===== src/rtl/img_capture.sv =====
`timescale 1ns/1ps
// img_capture: pixel-bus capture stage on the sensor pixel clock.
// Frames exactly one complete sensor frame per capture request and streams
// its pixels through a single-entry valid/ready output register.
// Geometry errors (line width, line count, excess pixels) and output
// overflow are reported as sticky flags.
// Optional macro IMG_CAPTURE_STATS_EN adds highlight/shadow pixel counters;
// without it both statistics outputs are tied to zero.

module img_capture #(
   parameter int          ImgWidth           = 256,
   parameter int          ImgHeight          = 256,
   parameter logic [11:0] HighlightThreshold = 12'hF00,
   parameter logic [11:0] ShadowThreshold    = 12'h0FF
) (
   input  logic        clk,
   input  logic        rst_,
   input  logic [11:0] img_d,
   input  logic        img_fv,
   input  logic        img_lv,
   input  logic        cap_trigger,
   output logic        cap_busy,
   output logic        cap_done,
   output logic        cap_ok,
   output logic        cap_overflow,
   output logic        cap_size_err,
   output logic [31:0] cap_pixel_count,
   output logic        out_valid,
   input  logic        out_ready,
   output logic [15:0] out_data,
   output logic        out_first,
   output logic        out_last,
   output logic [31:0] cap_highlight_count,
   output logic [31:0] cap_shadow_count
);

   localparam logic [31:0] FRAME_PIX   = 32'(ImgWidth * ImgHeight);
   localparam logic [31:0] LINE_PIX    = 32'(ImgWidth);
   localparam logic [31:0] FRAME_LINES = 32'(ImgHeight);

   typedef enum logic [2:0] {
      IDLE,
      ARMED,
      WAIT_FRAME,
      CAPTURE,
      DONE
   } state_e;

   state_e      state_q, state_d;

   logic [11:0] img_d_p1_q;
   logic        fv_p1_q, lv_p1_q;
   logic        fv_p2_q, act_p2_q;

   logic        act_p1, fv_rise, fv_fall, line_end;
   logic        accept, capturing, finish;
   logic        pix, emit, excess, out_take, load, drop, lend;
   logic        width_bad, height_bad;

   logic [31:0] cnt_q, cnt_d, col_q, col_d, row_q, row_d, row_next;
   logic        busy_q, busy_d, done_q, done_d, ok_q, ok_d;
   logic        ovf_q, ovf_d, err_q, err_d;

   logic        out_valid_q, out_valid_d;
   logic        out_first_q, out_first_d;
   logic        out_last_q, out_last_d;
   logic [11:0] out_px_q, out_px_d;

   // Stage S1: register the raw sensor bus once; keep previous S1 for edges
   always_ff @(posedge clk or negedge rst_) begin
      if (!rst_) begin
         img_d_p1_q <= '0;
         fv_p1_q    <= 1'b0;
         lv_p1_q    <= 1'b0;
         fv_p2_q    <= 1'b0;
         act_p2_q   <= 1'b0;
      end else begin
         img_d_p1_q <= img_d;
         fv_p1_q    <= img_fv;
         lv_p1_q    <= img_lv;
         fv_p2_q    <= fv_p1_q;
         act_p2_q   <= fv_p1_q & lv_p1_q;
      end
   end

   // A line is "active" only inside a frame, so an lv still high when fv
   // drops ends the line in the same cycle as the frame.
   assign act_p1   = fv_p1_q & lv_p1_q;
   assign fv_rise  = fv_p1_q & ~fv_p2_q;
   assign fv_fall  = ~fv_p1_q & fv_p2_q;
   assign line_end = act_p2_q & ~act_p1;

   // Capture sequencer state register
   always_ff @(posedge clk or negedge rst_) begin
      if (!rst_) state_q <= IDLE;
      else       state_q <= state_d;
   end

   // Capture sequencer next state and control strobes
   always_comb begin
      state_d   = state_q;
      accept    = 1'b0;
      capturing = 1'b0;
      finish    = 1'b0;
      case (state_q)
         IDLE: begin
            if (cap_trigger) begin
               state_d = ARMED;
               accept  = 1'b1;
            end
         end
         ARMED: begin
            // never start inside a frame that is already running
            if (!fv_p1_q) state_d = WAIT_FRAME;
         end
         WAIT_FRAME: begin
            if (fv_rise) begin
               state_d   = CAPTURE;
               capturing = 1'b1;
            end
         end
         CAPTURE: begin
            capturing = 1'b1;
            if (fv_fall) begin
               state_d = DONE;
               finish  = 1'b1;
            end
         end
         DONE: begin
            state_d = IDLE;
         end
         default: state_d = IDLE;
      endcase
   end

   // Pixel accounting, geometry checks, status flags and output register load
   always_comb begin
      pix      = capturing & act_p1;
      emit     = pix & (cnt_q < FRAME_PIX);
      excess   = pix & ~emit;
      out_take = ~out_valid_q | out_ready;
      load     = emit & out_take;
      drop     = emit & ~out_take;
      lend     = capturing & line_end;

      width_bad  = lend & (col_q != LINE_PIX);
      row_next   = lend ? row_q + 32'd1 : row_q;
      height_bad = finish & (row_next != FRAME_LINES);

      cnt_d  = cnt_q;
      col_d  = col_q;
      row_d  = row_q;
      busy_d = busy_q;
      ok_d   = ok_q;
      ovf_d  = ovf_q;
      err_d  = err_q;
      done_d = finish;

      if (accept) begin
         cnt_d  = '0;
         col_d  = '0;
         row_d  = '0;
         busy_d = 1'b1;
         ok_d   = 1'b0;
         ovf_d  = 1'b0;
         err_d  = 1'b0;
      end else begin
         cnt_d = cnt_q + {31'd0, pix};
         col_d = lend ? 32'd0 : col_q + {31'd0, pix};
         row_d = row_next;
         ovf_d = ovf_q | drop;
         err_d = err_q | excess | width_bad | height_bad;
         if (finish) begin
            busy_d = 1'b0;
            ok_d   = ~ovf_d & ~err_d;
         end
      end

      out_valid_d = out_valid_q;
      out_px_d    = out_px_q;
      out_first_d = out_first_q;
      out_last_d  = out_last_q;
      if (load) begin
         out_valid_d = 1'b1;
         out_px_d    = img_d_p1_q;
         out_first_d = (cnt_q == 32'd0);
         out_last_d  = (cnt_q == FRAME_PIX - 32'd1);
      end else if (out_ready) begin
         out_valid_d = 1'b0;
         out_first_d = 1'b0;
         out_last_d  = 1'b0;
      end
   end

   // Status, counters and output register state
   always_ff @(posedge clk or negedge rst_) begin
      if (!rst_) begin
         cnt_q       <= '0;
         col_q       <= '0;
         row_q       <= '0;
         busy_q      <= 1'b0;
         done_q      <= 1'b0;
         ok_q        <= 1'b0;
         ovf_q       <= 1'b0;
         err_q       <= 1'b0;
         out_valid_q <= 1'b0;
         out_px_q    <= '0;
         out_first_q <= 1'b0;
         out_last_q  <= 1'b0;
      end else begin
         cnt_q       <= cnt_d;
         col_q       <= col_d;
         row_q       <= row_d;
         busy_q      <= busy_d;
         done_q      <= done_d;
         ok_q        <= ok_d;
         ovf_q       <= ovf_d;
         err_q       <= err_d;
         out_valid_q <= out_valid_d;
         out_px_q    <= out_px_d;
         out_first_q <= out_first_d;
         out_last_q  <= out_last_d;
      end
   end

   assign cap_busy        = busy_q;
   assign cap_done        = done_q;
   assign cap_ok          = ok_q;
   assign cap_overflow    = ovf_q;
   assign cap_size_err    = err_q;
   assign cap_pixel_count = cnt_q;
   assign out_valid       = out_valid_q;
   assign out_data        = {4'b0000, out_px_q};
   assign out_first       = out_first_q;
   assign out_last        = out_last_q;

`ifdef IMG_CAPTURE_STATS_EN
   logic [31:0] hl_q, hl_d, sh_q, sh_d;

   // Highlight/shadow counts over emitted pixels (dropped ones included)
   always_comb begin
      hl_d = hl_q;
      sh_d = sh_q;
      if (accept) begin
         hl_d = '0;
         sh_d = '0;
      end else if (emit) begin
         if (img_d_p1_q >= HighlightThreshold) hl_d = hl_q + 32'd1;
         if (img_d_p1_q <= ShadowThreshold)    sh_d = sh_q + 32'd1;
      end
   end

   // Statistics counter registers
   always_ff @(posedge clk or negedge rst_) begin
      if (!rst_) begin
         hl_q <= '0;
         sh_q <= '0;
      end else begin
         hl_q <= hl_d;
         sh_q <= sh_d;
      end
   end

   assign cap_highlight_count = hl_q;
   assign cap_shadow_count    = sh_q;
`else
   assign cap_highlight_count = '0;
   assign cap_shadow_count    = '0;
`endif

endmodule


===== config.mk =====
export PLATFORM = sky130hd
export DESIGN_NAME = img_capture
export DESIGN_NICKNAME = d
export VERILOG_FILES = /design/src/rtl/img_capture.sv
export SDC_FILE = /design/constraint.sdc
export NUM_CORES = 1
export LEC_CHECK = 0
export CORE_MARGIN = 1
export CORE_UTILIZATION = 48
export CTS_CLUSTER_DIAMETER = 120
export DETAILED_ROUTE_END_ITERATION = 8
export HOLD_SLACK_MARGIN = 0.1
export PLACE_DENSITY = 0.79
export SETUP_SLACK_MARGIN = 0.4
export SYNTH_ARGS = -nofsm -noshare
export SYNTH_HDL_FRONTEND = slang
export SYNTH_SLANG_ARGS = --single-unit

===== constraint.sdc =====
create_clock -name clk -period 2.7 [get_ports clk]
set_input_delay 0.54 -clock clk [delete_from_list [all_inputs] [get_ports clk]]
set_output_delay 0.54 -clock clk [all_outputs]
set_load 0.05 [all_outputs]

**Word-level counts from Yosys, hierarchy flattened**

Index checks and enable logic that the tools add are counted.

- Flip-flop bits (word level): 135
- Input bits: 18
- Output and inout port bits: 120
- Logic and storage cells: 89

- Add/subtract/negate cells: 3
- Order comparisons: 1
- Eq/ne operators: 10
- Multiplexer cells: 26
- Bitwise logic cells: 26
- Reduce and logical (&&, ||, !) cells: 5

Operators by type and width:

| cell | count |
|---|---|
| $mux W32 | 5 |
| $add A32 B1 Y32 | 2 |
| $ne A32 B9 Y1 const B | 2 |
| $add A32 B1 Y32 const B | 1 |
| $eq A32 B16 Y1 const B | 1 |
| $logic_not A32 Y1 | 1 |
| $lt A32 B17 Y1 const B | 1 |
| $mux W1 | 15 |
| $and A1 B1 Y1 | 13 |
| $mux W3 | 4 |
| $pmux W3 S4 | 1 |
| $ne A2 B2 Y1 const B | 4 |
| $not A1 Y1 | 8 |
| $eq A3 B2 Y1 const B | 2 |
| $or A1 B1 Y1 | 5 |
| $reduce_and A4 Y1 | 1 |
| $reduce_bool A2 Y1 | 2 |
| $eq A3 B1 Y1 const B | 1 |
| $logic_not A3 Y1 | 1 |
| $pmux W1 S2 | 1 |

**Depth between registers and ports, before layout**

- Depth after elaboration: 15
- Depth in mapped cells: 12
- Depth with buffers taken out: 11

**Least setup slack after synthesis**

OpenSTA, ideal clock, no wires.

- Path type: register to register
- Start: register state_q[2]
- End: register col_q[30]
- Setup time: 78 ps
- Arrival time: 2694 ps
- Data required time: 2622 ps
- Slack: -72 ps
- Stages on the path, launching flop included: 12
- Period minus slack after synthesis: 2772 ps
- Cells stage by stage: dfrtp_1 nor2b_1 o211a_1 ha_1 ha_1 nand3_1 nor2_1 nand4_1 or3_1 clkbuf_1 or3_1 a21oi_1

- Longest elaborated chain between the ends: 6

RTL lines:

| what | RTL line | RTL |
|---|---|---|
| from (decl) | 49 | `state_e state_q, state_d;` |
| from (signal assigned) | 96 | `else state_q <= state_d;` |
| $eq A3 B2 Y1 | 105 | `case (state_q)` |
| $pmux W1 S2 | 105 |  |
| $and A1 B1 Y1 | 138 | `pix = capturing & act_p1;` |
| $add A32 B1 Y32 | 169 | `col_d = lend ? 32'd0 : col_q + {31'd0, pix};` |
| $mux W32 | 169 |  |
| $mux W32 (*) | 159 | `if (accept) begin` |
| via col_d[30] | 60 | `logic [31:0] cnt_q, cnt_d, col_q, col_d, row_q, row_d, row_next;` |
| to (signal assigned) | 212 | `col_q <= col_d;` |
| to (decl) | 60 |  |

The timed path passes the listed nets; every way through them passes the cells marked *.
A chain may end at the register's enable or synchronous reset.

**Worst setup path after layout**

- Start: register fv_p1_q
- End: register ok_q, in the netlist cap_ok

- Longest elaborated chain between the ends: 14

RTL lines:

| what | RTL line | RTL |
|---|---|---|
| from (decl) | 52 | `logic fv_p1_q, lv_p1_q;` |
| from (signal assigned) | 79 | `fv_p1_q <= img_fv;` |
| branches (longest 14 deep; another with $mux W32) | - |  |
| to (signal assigned) | 216 | `ok_q <= ok_d;` |
| to (decl) | 61 | `logic busy_q, busy_d, done_q, done_d, ok_q, ok_d;` |

Several ways; the timed one is not identified. The select of a mux whose other input is x is not followed.

==> key figures <==
Status
  – Status: completed

Floorplanning
  – Die H: 126 um
  – Effective utilization at floorplan: 0.490
  – Row cnt: 45
  – Ports: 138
  – Die ar.: 16000 um2
  – Core ar.: 15100 um2
  – Die X-Extent: 126 um

Synthesis
  – Multiplexer share of the synthesized area: 0.0293
  – Post-synthesis simple-gate area fraction: 0.257
  – Synth area leaders: dfrtp_1 46%, buf_4 6.9%, xor2_1 5.2%
  – Yosys top cell area share: 0.455
  – Yosys reg bits: 135
  – Mapped Area: 7420 um2
  – Count leader, synth: dfrtp_1
  – Mean Syn Cell Area: 9.45 um2
  – Xor/xnor share of the synthesized area: 0.0873
  – Main synth FF type: dfrtp_1
  – Synth Area in Adders: 0.00843
  – Post-Synthesis Cells: 785
  – Post-synthesis compound-gate area fraction: 0.0664
  – Synth warn: 0
  – Synth area leader: dfrtp_1
  – Register area share after synthesis: 0.455
  – Largest family of logic cells by synthesized area: simple AND/OR/NAND/NOR gates
  – Post-synth top cells: 135 x dfrtp_1, 96 x nor2_1, 68 x buf_4, 60 x nand2_1, 44 x xor2_1
  – FFs w/ async S/R, synth: 1.00
  – Post-synth EDFFs: 0
  – Library cells used by synthesis: 59

Clocking
  – CTS buffer count: 17
  – Clk buf depth: 2
  – Clock Sinks: 135
  – H-tree levels: 4
  – Root Driver: clkbuf_16
  – Clock slew at reported path FFs: 60 ps
  – CTS tree: built
  – Clock latency on the worst-skew pair: 420 ps

Critical path
  – WS Path Type: flop to flop
  – CP max FO: 7
  – CP Data Arrival Time: 2790 ps
  – Startpoint types: flop
  – CP endpoint kind: flop
  – Req. time, crit path: 3070 ps

Drt
  – Final wirelength: 17700 um
  – Average wire per standard cell: 16.0 um
  – Avg Vias per Cell: 5.54
  – Routed vias: 6162
  – ANT nets after route: 0
  – DR pass1 iterations: 5
  – DRT iter0 DRCs: 491
  – Remaining routing DRC violations: 0

Flow run
  – MaxCap Viol Count: 0

STA
  – Final Hold Viols: 0
  – Final setup violation count: 0
  – Clock skew: 9.98 ps
  – Min Clock Period, post-route: 2430 ps
  – Pins Over Slew Limit: 0
  – Crit share post-route: 0.899
  – Worst-Margin Slew: 694 ps
  – RSZ-0062 raised after global routing: yes
  – Highest Clock Rate: 412 MHz
  – Hold slack: 102 ps
  – Setup TNS: 0 ps
  – Relative slew slack: 0.537

Pwr
  – Peak supply drop: 701 uV
  – P per Cell Area: 665 nW/um2
  – Total power: 6.29 mW
  – Leakage: 4.39 nW

Layout
  – Final cell count without fillers: 1112
  – Area Overhead vs Synth: 27.3%
  – Share of cells above drive strength 1: 0.208
  – Final Util: 0.624
  – Net count, final: 934
  – Ant. Diodes: 0

Global routing
  – Grt ovf: 0
  – Total GRT Usage: 0.230
  – Initial antenna violation count: 0
  – First-pass GRT wire length: 28900 um
  – Number of global-route vias before repair: 5830
  – Largest net degree at the start of global routing: 72

Placement
  – Post-DP HPWL: 11400 um
  – Dpl cells: 1042
  – GP Congestion: 0.888
  – PortBufs: 69

Worst hold path
  – Min-delay worst type: primary input to asynchronous set/reset pin
[sequential cells by signal, summed over array words and instances, names as in the netlist]
register	flops
cap_pixel_count	32
col_q	32
row_q	32
img_d_p1_q	12
out_px_q	12
state_q	3
act_p2_q	1
cap_busy	1
cap_done	1
cap_ok	1
cap_overflow	1
cap_size_err	1
fv_p1_q	1
fv_p2_q	1
lv_p1_q	1
out_first	1
out_last	1
out_valid	1
[final timing paths]
check	startpoint	endpoint	slack, ps	depth (start not counted)
max in group asynchronous	rst_	cap_pixel_count[5]	1820	2
min	rst_	row_q[9]	100	1
min reg2reg	img_d_p1_q[2]	out_px_q[2]	470	1
min in group clk	img_d_p1_q[2]	out_px_q[2]	470	1
max	fv_p1_q	cap_ok	270	7
max reg2reg	fv_p1_q	cap_ok	270	7
[cells in the final DEF (no fill, tap or decap), types with 5 or more instances in the layout]
cell,n
a21oi_1,22
clkdlybuf4s50_1,57
mux2_2,13
xnor2_1,29
dlymetal6s2s_1,10
nor3_1,9
or3_1,18
mux2i_1,6
dfrtp_1,119
nand2_1,59
nor4_1,16
and4_1,10
clkbuf_16,17
nor2_1,89
nand4_1,34
inv_1,14
o2111ai_1,5
or3_4,5
nor2_4,5
o21ai_0,21
buf_4,61
nor4_4,5
conb_1,68
dfrtp_2,16
and2_1,5
buf_6,7
nand3_1,38
xor2_1,44
and3_1,15
[report_power, final]
part / leakage [nW] / switching [mW] / total [mW] / internal [mW]
Combinational: 2.35 / 1.22 / 1.80 / 0.579
Sequential: 1.79 / 0.149 / 2.36 / 2.21
Clock: 0.253 / 0.898 / 2.12 / 1.22
[per-layer routing]
| layer | vias up | share of wire | global-route usage |
|---|---|---|---|
| met1 | 3004 | 0.42 | 0.295 |
| met3 | 48 | 0.054 | 0.0493 |
| li1 | 2877 | - | - |
| met4 | 0 | 0.029 | 0.0936 |
| met2 | 233 | 0.50 | 0.379 |
| met5 | - | 0 | 0 |
[critical path: stages (launching register included)]
cell and delay (ps):
dfrtp_2 440, and2_4 180, or4_1 610, or4_1 530
a21o_1 200, a21oi_1 120, and4bb_1 200, a21bo_1 100
[kinds of logic after synthesis]
family | Yosys count
compound gates | 79
xor+xnor | 74
simple gates | 358
fa+ha+maj | 5
mux | 20
flops | 135
buf+inv | 113
other cells | 1
[metrics by stage]
step                worst slack (ps)  cell area [um2]
detailed placement              41.7             8310
global placement                 162             8310
global route                     181             9450
finish                           272             9450
floorplan                        130             7780
CTS                              303             9180
[area by class of cell]
| class | instances | area, um2 |
|---|---|---|
| clock inverters | 10 | 75.1 |
| inverters | 14 | 52.6 |
| fillers | 1196 | 5700 |
| clock buffers | 22 | 464 |
| well taps | 188 | 235 |
| repair buffers | 138 | 1280 |
| flip-flops and latches | 135 | 3400 |
| multi-input cells | 605 | 3940 |
[repair_timing]
item | 4_1_cts | 5_1_grt
gates resized for setup | 41 | 43
pin swaps | 19 | 11
gates cloned | 1 | 0
setup buffers | 21 | 16
endpoints found under the setup margin | 25 | 35
hold buffers | 0 | 0
Note: power is estimated with default switching activity, not from simulation.
==> patch 1 (same settings) <==
Register the output `cap_pixel_count` once more; this adds one clock of latency there. The other outputs are not delayed to match.
--- a/src/rtl/img_capture.sv
+++ b/src/rtl/img_capture.sv
@@ -230,3 +230,5 @@
    assign cap_size_err    = err_q;
-   assign cap_pixel_count = cnt_q;
+   always_ff @(posedge clk) begin
+      cap_pixel_count <= cnt_q;
+   end
    assign out_valid       = out_valid_q;
Behaviour: not the same (a bounded check fails within 4 cycles, from zero or initial values and one cycle with rst_ low).
==> patch 1 against the original RTL <==
  * Global-route usage shrank 1.6 points
  * Worst setup slack lost 110 ps
  * Wire length rose by 3.0%
  * Synthesized cell count rose by 4.1%
  * Highest routed layer unchanged
  * Die area rose by 8.5%
  * Synthesized area increased by 8.6%
  * Count of clock-buffer cells in the layout decreased by 5
  * Core utilization fell by 0.85 points
  * Total power up 10%
  * Sequential share of layout area grew 3.8 points
  * Sequential cell count grew 32
  * Combinational power increased by 3%
  * Cell area grew 7.2%
==> patch 1: results <==
metrics = {
    "run_status": {
        "status": "completed",
    },
    "logic_synthesis": {
        "yosysSeqAreaShare_pct": 49.8,
        "syn-mean-instance-area_um2": 9.87,
        "synth_mux_area_share_pct": 2.70,
        "synth_fa_ha_area_share_pct": 0.776,
        "synth_cell_type_count": 60,
        "async_flop_share_pct": 80.8,
        "synth-xor-area-share_pct": 8.04,
        "synth_compound_area_share_pct": 6.11,
        "ys_top_cells_by_count": "dfrtp_1, nor2_1, buf_4, nand2_1, xor2_1",
        "synthTopCellsByArea": "dfrtp_1, dfxtp_1, buf_4",
    },
    "finish": {
        "fillers": 1250,
        "fin_util_pct": 61.5,
        "nNetsFinal": 970,
    },
    "setup_path": {
        "r2r-end": "cap_size_err",
        "cp.arrival_ps": 2850,
        "r2r_slack_ps": 160,
        "reg2reg_depth": 8,
        "critPathLaunchType": "register",
    },
    "power": {
        "power_density_mw_per_mm2": 684,
        "leakagePower_nw": 4.44,
        "power_sequential_w": 0.00286,
        "power.share.switching_pct": 35.1,
        "ir_worst_vdd_mv": 0.687,
        "p_comb_share_pct": 26.7,
    },
    "global_routing": {
        "first_global_vias": 6227,
        "gr-usage-met3_pct": 4.90,
        "grt_max_degree": 70,
        "grt_util_met2_pct": 36.3,
        "use_met1_pct": 26.1,
        "grt_pass1_wl_um": 29700,
    },
    "routing": {
        "wl_met3_um": 982,
        "dr_total_vias": 6464,
        "wl_met1_um": 7450,
        "met2_length_um": 9360,
        "drt-vias-per-instance": 5.48,
        "drtIter0Drc": 557,
        "drt-total-wl_um": 18300,
    },
    "place": {
        "dp.cells": 1112,
        "dpl-instance-area_mm2": 0.00903,
        "post-place-ws_ps": 97.5,
        "dp.final_hpwl_um": 11800,
        "port_buffers": 69,
        "gp_congestion": 0.884,
    },
    "sta": {
        "whs_ps": 442,
        "worstMarginPinSlew_ps": 588,
        "fmax_mhz": 394,
        "fin_skew_ps": 5.54,
    },
    "cts": {
        "hold_buffers": 1,
        "post_cts_buffers": 22,
        "post_cts_resized": 37,
        "clockBufferDepth": 2,
    },
    "min_path": {
        "holdCritPathClass": "reg2reg",
    },
}
-- patch 1: cell types whose count changed in the layout (fill, tap and decap cells not counted), moves of 4 or more --
cell / before / now
buf_4: 61 / 67
a21oi_2: 4 / 8
dfrtp_2: 16 / 9
dfxtp_1: 0 / 32
dfrtp_1: 119 / 126
a21oi_1: 22 / 18
buf_6: 7 / 3
dlymetal6s2s_1: 10 / 1
clkdlybuf4s50_1: 57 / 67
-- patch 1: layout make-up --
class / count / share of cell area [%]
flip-flops and latches: 167 / 39.8
repair buffers: 142 / 12.7
multi-input cells: 605 / 38.9
clock buffers: 17 / 4.20
well taps: 220 / 2.72
inverters: 14 / 0.519
clock inverters: 15 / 1.17
-- patch 1: worst max-delay path, cell delays in order (launching register included) --
cell,delay [ps]
dfrtp_2,440
and2_4,180
or4_4,460
buf_12,160
nor4_4,330
mux2i_1,310
o2111ai_1,150
and4b_1,310
a31oi_1,80
==> patch 2 (config.mk and constraints unchanged) <==
Made on the original files. Build with the macro `IMG_CAPTURE_STATS_EN` defined.
--- a/src/rtl/img_capture.sv
+++ b/src/rtl/img_capture.sv
@@ -8,2 +8,4 @@
 // without it both statistics outputs are tied to zero.
+
+`define IMG_CAPTURE_STATS_EN
 
Behaviour: not the same (Yosys sat finds a counterexample within 4 cycles, from zero or initial values and one cycle with rst_ low).
==> patch 2 against the original RTL <==
  * The run now ends with negative setup slack left
  * Wire length up 61%
  * Total power increased by 31%
  * Critical path depth up 2
  * Sequential cell count is 64 higher
  * Sequential share of layout area decreased by 0.92 points
  * Cell area is 51% higher
  * Clock power grew 17%
  * Worst setup slack worse by 400 ps
  * Die area rose by 30%
  * Synthesized area increased by 30%
  * Critical path type unchanged
==> patch 2: results <==
metrics = {
    "setup_path": {
        "endpoint": "cap_size_err",
        "slowest_stage": "or4b_4",
        "max_stage_delay_ps": 590,
        "r2r_start": "state_q[2]",
        "cp_max_fo": 4,
        "cp.arrival_ps": 3150,
        "reg2reg_depth": 9,
    },
    "global_routing": {
        "first_global_vias": 8301,
        "grt_max_degree": 65,
        "grt_pass1_wl_um": 40900,
        "antenna_found_initial": 0,
        "track_usage_pct": 25.3,
    },
    "logic_synthesis": {
        "async_flop_share_pct": 100,
        "yosysSeqAreaShare_pct": 51.6,
        "ys_top_cells_by_count": "dfrtp_1, nor2_1, xor2_1, nand2_1, nand3_1",
        "synth_cell_type_count": 58,
        "synth_mux_area_share_pct": 2.15,
        "synth-xor-area-share_pct": 12.6,
        "syn_inst": 974,
        "synthTopCellsByArea": "dfrtp_1, xor2_1, nor2_1",
        "synth_compound_area_share_pct": 4.47,
        "synth_fa_ha_area_share_pct": 0.907,
    },
    "routing": {
        "dr_total_vias": 8777,
        "drtIter0Drc": 607,
        "drt-total-wl_um": 28600,
        "drt-vias-per-instance": 5.71,
        "first_pass_iters": 5,
    },
    "cts": {
        "post_cts_buffers": 11,
        "clk_latency_ps": 440,
        "post_cts_resized": 46,
        "hold_buffers": 1,
        "htreeDepth": 4,
    },
    "sta": {
        "relSlewSlack_pct": 57.3,
        "whs_ps": 480,
        "finalSetupViolations": 2,
        "setup_ws_ps": -132,
        "tns_ps": -242,
        "fin_skew_ps": 8.15,
    },
    "place": {
        "port_buffers": 133,
        "dpl-instance-area_mm2": 0.0125,
        "gp_congestion": 0.850,
        "dp.cells": 1465,
        "dp.final_hpwl_um": 17000,
        "post-place-ws_ps": -198,
    },
    "finish": {
        "nNetsFinal": 1285,
        "drive_gt1_share_pct": 30.6,
    },
    "run_status": {
        "failed_checks": "negative setup slack",
        "status": "finished, violations left",
    },
    "power": {
        "ir_worst_vdd_mv": 0.583,
        "p_clk_share_pct": 29.8,
        "power_density_mw_per_mm2": 579,
        "leakagePower_nw": 6.99,
        "p_seq_share_pct": 41.9,
        "p_int_w": 0.00534,
    },
    "min_path": {
        "holdCritPathClass": "reg2reg",
    },
}
patch 2: changes by cell type after synthesis, sizes merged, moves of 6 or more:
| cell | delta |
|---|---|
| nand3 | +13 |
| nor4 | +7 |
| nand4 | +7 |
| a21oi | -6 |
| xor2 | +49 |
| nand2 | +17 |
| buf | -61 |
| xnor2 | +16 |
| and2 | +6 |
| or3 | -6 |
| nor2 | +70 |
| dfrtp | +64 |
| and3 | +16 |
| and4 | +13 |
patch 2: cell type report:
type / instances / area, um2
Clock inverter: 12 / 110
Timing Repair Buffer: 301 / 2870
Fill cell: 1228 / 5310
Tap cell: 265 / 332
Multi-Input combinational cell: 732 / 5470
Inverter: 9 / 36.3
Sequential cell: 199 / 5000
Clock buffer: 20 / 457
patch 2: per-layer routing:
layer / part of all wire, % / global-route usage [%] / up-vias
li1: - / - / 3946
met1: 39 / 31.6 / 4357
met2: 52 / 42.6 / 380
met3: 5.5 / 4.00 / 94
met4: 3.4 / 12.7 / 0
met5: 0 / 0 / -
